**src/rtl/write_back_stack_unit.sv**
```systemverilog
// Write-back stage with a small LIFO that can capture results (push) or supply them (pop).
// Optional sticky overflow/underflow flags are built when WB_STACK_ERR_FLAGS_EN is defined.
module write_back_stack_unit #(
   parameter int DEPTH = 8
) (
   input  logic                       clk,
   input  logic                       rst,
   input  logic                       writeBackEn,
   input  logic                       memRead,
   input  logic [31:0]                address,
   input  logic [31:0]                memOut,
   input  logic [3:0]                 destination,
   input  logic                       pushEn,
   input  logic                       popEn,
   output logic                       wbEn,
   output logic [3:0]                 wbDest,
   output logic [31:0]                wbValue,
   output logic [$clog2(DEPTH):0]     stackCount,
   output logic                       stackFull,
   output logic                       stackEmpty,
   output logic                       stackOverflow,
   output logic                       stackUnderflow
);

   localparam int AW = $clog2(DEPTH);
   localparam int CW = AW + 1;

   logic [31:0]   result;
   logic [CW-1:0] count_reg;
   logic [CW-1:0] count_next;
   logic [CW-1:0] top_full;
   logic [AW-1:0] top_idx;
   logic [AW-1:0] wr_idx;
   logic          wr_en;
   logic [31:0]   stack_top;
   logic [31:0]   mem_reg [DEPTH];

   assign result     = memRead ? memOut : address;
   assign stackEmpty = (count_reg == '0);
   assign stackFull  = (count_reg == CW'(DEPTH));
   assign stackCount = count_reg;
   assign top_full   = count_reg - CW'(1);
   assign top_idx    = top_full[AW-1:0];
   assign stack_top  = mem_reg[top_idx];
   assign wbDest     = destination;

   // A pop from an empty stack never asserts the write enable.
   always_comb begin
      wbEn    = writeBackEn;
      wbValue = result;
      if (popEn) begin
         if (!stackEmpty) begin
            wbEn    = 1'b1;
            wbValue = stack_top;
         end else begin
            wbEn    = 1'b0;
         end
      end
   end

   // Push+pop on a non-empty stack replaces the top in place; on an empty stack it is a plain push.
   always_comb begin
      wr_en      = 1'b0;
      wr_idx     = count_reg[AW-1:0];
      count_next = count_reg;
      if (pushEn && popEn && !stackEmpty) begin
         wr_en  = 1'b1;
         wr_idx = top_idx;
      end else if (pushEn && !stackFull) begin
         wr_en      = 1'b1;
         count_next = count_reg + CW'(1);
      end else if (popEn && !pushEn && !stackEmpty) begin
         count_next = count_reg - CW'(1);
      end
   end

   always_ff @(posedge clk) begin
      if (rst) begin
         count_reg <= '0;
      end else begin
         count_reg <= count_next;
      end
   end

   // Storage is deliberately left unreset; occupancy alone defines validity.
   always_ff @(posedge clk) begin
      if (!rst && wr_en) begin
         mem_reg[wr_idx] <= result;
      end
   end

`ifdef WB_STACK_ERR_FLAGS_EN
   logic overflow_reg;
   logic underflow_reg;

   always_ff @(posedge clk) begin
      if (rst) begin
         overflow_reg  <= 1'b0;
         underflow_reg <= 1'b0;
      end else begin
         if (pushEn && !popEn && stackFull) begin
            overflow_reg <= 1'b1;
         end
         if (popEn && stackEmpty) begin
            underflow_reg <= 1'b1;
         end
      end
   end

   assign stackOverflow  = overflow_reg;
   assign stackUnderflow = underflow_reg;
`else
   assign stackOverflow  = 1'b0;
   assign stackUnderflow = 1'b0;
`endif

endmodule

```
**config.mk**
```make
export PLATFORM = sky130hd
export DESIGN_NAME = write_back_stack_unit
export DESIGN_NICKNAME = d
export VERILOG_FILES = /design/src/rtl/write_back_stack_unit.sv
export SDC_FILE = /design/constraint.sdc
export NUM_CORES = 1
export LEC_CHECK = 0
export BUFFER_PORTS_ARGS = -buffer_cell sky130_fd_sc_hd__buf_2
export CAP_MARGIN = 40
export CORE_ASPECT_RATIO = 1.2
export CORE_MARGIN = 4
export CORE_UTILIZATION = 60
export DETAILED_ROUTE_END_ITERATION = 12
export HOLD_SLACK_MARGIN = 0.05
export PLACE_DENSITY = 0.88
export SYNTH_ARGS = -nofsm -noshare
export SYNTH_HDL_FRONTEND = slang
export SYNTH_SLANG_ARGS = --single-unit
```
**constraint.sdc**
```tcl
create_clock -name clk -period 8.2 [get_ports clk]
set_clock_uncertainty 0.15 [all_clocks]
set_input_delay 1.64 -clock clk [delete_from_list [all_inputs] [get_ports clk]]
set_output_delay 1.64 -clock clk [all_outputs]
set_load 0.02 [all_outputs]
```
==> results.txt <==
----------------------------------------------------
[Synth]
  Unique masters post-synth ... 44
  Fraction of the yosys area taken by sequential cells ... 0.700
  Netlist Area Pre-Place ... 0.0111 mm²
  Share of the synthesized area in the top cell type ... 0.693
  Library cell with the largest summed area after synthesis ... sky130_fd_sc_hd__edfxtp_1
  Number of synthesized flops with an enable pin ... 256
  Top cells by area in the synthesized netlist ... sky130_fd_sc_hd__edfxtp_1 (69%), sky130_fd_sc_hd__mux2_2 (16%), sky130_fd_sc_hd__o22ai_1 (3.6%)
  Async SR Flop Fraction ... 0
  Cells after synthesis ... 673
  Cell with the most instances after synthesis ... sky130_fd_sc_hd__edfxtp_1
  YS warnings ... 0
  Most numerous cell types in the synthesized netlist ... sky130_fd_sc_hd__edfxtp_1 (256), sky130_fd_sc_hd__mux2_2 (153), sky130_fd_sc_hd__o22ai_1 (64)
  Flip-flop cell with the highest count after synthesis ... sky130_fd_sc_hd__edfxtp_1
  Synthesized area per cell ... 16.5 µm²
  Seq cells post-synth ... 260

[STA]
  Relative max-transition margin ... 0.401
  Final critical path time including I/O delays and setup ... roughly 5.6 ns
  Setup slack after layout ... 2.65 ns
  Final hold vios ... 0
  Highest clock frequency the design can meet ... ~180 MHz
  Unrepaired setup endpoints after global routing ... false
  Slew Limit Fails ... 0
  Setup violation total in the final timing report ... 0
  Worst-Margin Slew ... 0.898 ns
  Period utilization ... 0.677
  Final setup TNS ... 0 ns
  Hold_ws ... around 0.43 ns

[Setup path]
  Kind of start point of the critical path ... flip-flop
  Worst Path Class, Setup ... reg2out
  Worst EP arrival ... 3.76 ns
  Number of cells traversed by the worst register-to-register path ... 7
  CP endpoint kind ... primary output
  CP Max Fanout ... 63
  Worst Path Required ... 6.41 ns

[Global routing]
  GRT Resource Usage Total ... 0.230
  Maximum number of pins on one net before global-route repair ... 65
  Global-route wire length before repair ... 37000 µm
  Initial antenna violation count ... 0
  Via count of the first global-routing pass ... 6558
  Congestion Overflow GR ... 0

[Power and ir drop]
  Peak ir drop on the vdd network ... between 200 and 250 µV
  Leakage power ... 4.31 nW
  Ratio of total power to cell area ... 349 mW/mm²

[Job]
  Maxcap violations ... 0

[Placed design]
  Detailed-placement wirelength estimate ... between 10000 and 15000 µm
  Input/output buffers ... 108
  Placed instance area ... 0.0118 mm²
  RePlAce Congestion ... 0.816
  Placed cells ... 972
  Post-place setup slack ... 3.11 ns

[Clock tree]
  Number of CTS-inserted buffers ... 24
  Maximum level of the CTS H-tree ... 1
  Clock transition at the registers of the reported paths ... 0.06 ns
  Buffers inserted during post-CTS setup optimization ... 0
  Clock root cell ... sky130_fd_sc_hd__clkbuf_16
  Cts hold-fix bufs ... 0
  CTS tree ... built
  Number of sinks handled by clock tree synthesis ... 260
  Clock Latency Late Sink ... 0.50 ns
  Maximum buffer depth of the clock tree ... 3
  Resized Gates After CTS ... 0

[Drt]
  Drt first-iter violations ... 675
  Avg WL per Cell ... 24.0 µm
  Number of nets still failing antenna checks after routing ... 0
  DRC viols ... 0
  Overall via count from detail_route ... approximately 6400
  Total Routed Length ... 24300 µm
  Average vias per placed instance ... 6.36
  Initial DRT Pass Iterations ... 5

[Floorplanning]
  Row count ... 54
  Die Y ... 157 µm
  Die Footprint ... 0.0207 mm²
  Overall die width ... about 130 µm
  Core ar. ... 0.0182 mm²
  Initial standard-cell utilization of the core ... 0.611
  Number of top-level design ports ... 119

[Worst hold path]
  Hold WC Path Type ... reg2reg
  Cell depth of the worst min-delay path ... 2

[Finish]
  Largest register FFs ... about 260
  Layout overhead on the synthesized area ... 13.5%
  Final design area excluding fillers ... approximately 0.013 mm²
  Share of cells above drive strength 1 ... 0.412
  Antenna fix cells ... 0
  Final non-filler cell total ... 1013
  NumNets Final ... 850

[Status]
  Result of the run ... finished clean

----------------------------------------------------
==> critical path, cell delays in order (launching register included) <==
cell	delay, ns
sky130_fd_sc_hd__dfxtp_1	0.53
sky130_fd_sc_hd__inv_1	0.25
sky130_fd_sc_hd__ha_4	0.51
sky130_fd_sc_hd__buf_16	0.33
sky130_fd_sc_hd__buf_4	0.63
sky130_fd_sc_hd__mux2_2	0.30
sky130_fd_sc_hd__o22ai_1	0.08
sky130_fd_sc_hd__o31ai_1	0.34
sky130_fd_sc_hd__buf_2	0.24
==> layer usage <==
| layer | routed length, µm | vias to the layer above | global-route usage |
|---|---|---|---|
| li1 | - | 2867 | - |
| met5 | 0 | - | 0 |
| met4 | 680 | 0 | 0.0785 |
| met3 | 1980 | 64 | 0.0348 |
| met1 | 9390 | 3171 | 0.302 |
| met2 | 12300 | 341 | 0.398 |
==> placed cells by master (no fill, tap or decap), types with 2 or more instances in the layout <==
master and n:
sky130_fd_sc_hd__nand2_1 39, sky130_fd_sc_hd__conb_1 2, sky130_fd_sc_hd__buf_4 13, sky130_fd_sc_hd__a22oi_1 2, sky130_fd_sc_hd__nor2_4 8, sky130_fd_sc_hd__nor2_1 6
sky130_fd_sc_hd__edfxtp_1 256, sky130_fd_sc_hd__mux2_2 153, sky130_fd_sc_hd__nor3_1 3, sky130_fd_sc_hd__clkbuf_16 25, sky130_fd_sc_hd__mux2_1 8, sky130_fd_sc_hd__clkinv_1 4
sky130_fd_sc_hd__o21ai_0 4, sky130_fd_sc_hd__clkbuf_1 4, sky130_fd_sc_hd__inv_1 4, sky130_fd_sc_hd__o22ai_1 64, sky130_fd_sc_hd__bufinv_16 3, sky130_fd_sc_hd__buf_2 109
sky130_fd_sc_hd__clkinv_2 4, sky130_fd_sc_hd__nor2b_1 4, sky130_fd_sc_hd__a31oi_1 2, sky130_fd_sc_hd__or3b_1 2, sky130_fd_sc_hd__a21oi_1 4, sky130_fd_sc_hd__a2bb2oi_1 2
sky130_fd_sc_hd__mux2i_1 2, sky130_fd_sc_hd__o21ai_1 2, sky130_fd_sc_hd__xor2_1 2, sky130_fd_sc_hd__dfxtp_1 4, sky130_fd_sc_hd__o31ai_1 33
==> metrics by stage <==
| step | util | power, mW |
|---|---|---|
| after floorplan | - | 2.87 |
| after global placement | 0.649 | 3.21 |
| after detailed placement | 0.651 | 3.29 |
| after CTS | 0.693 | 4.40 |
| after global routing | 0.693 | 4.57 |
| final | 0.693 | 4.39 |
==> cell type report <==
| type | instances | area (µm²) |
|---|---|---|
| Timing Repair Buffer | 123 | 671 |
| Inverter | 5 | 18.8 |
| Sequential cell | 260 | 7770 |
| Clock inverter | 12 | 134 |
| Clock buffer | 29 | 641 |
| Multi-Input combinational cell | 360 | 3090 |
| Fill cell | 1062 | 5570 |
| Tap cell | 224 | 280 |
==> power breakdown <==
| part | switching [mW] | internal (mW) |
|---|---|---|
| sequential | 0.0340 | 1.56 |
| clock | 0.450 | 0.648 |
| combinational | 1.01 | 0.690 |
==> path summary, 6_finish.rpt <==
path	from	to	slack, ns
max	stackCount[0]	wbValue[27]	2.65
min	stackCount[3]	stackCount[3]	0.43
max reg2reg	stackCount[0]	mem_reg[6][20]	5.20
min reg2reg	stackCount[3]	stackCount[3]	0.43
==> kinds of logic after synthesis <==
group           count (synthesis)  synth area share
flops                         260             0.700
mux                           163             0.165
compound gates                117            0.0702
simple gates                   73            0.0311
buf+inv                        54            0.0286
xor+xnor                        3           0.00237
fa+ha+maj                       2           0.00225
other cells                     1          0.000338
No activity file was read; power rests on OpenSTA's default activity.
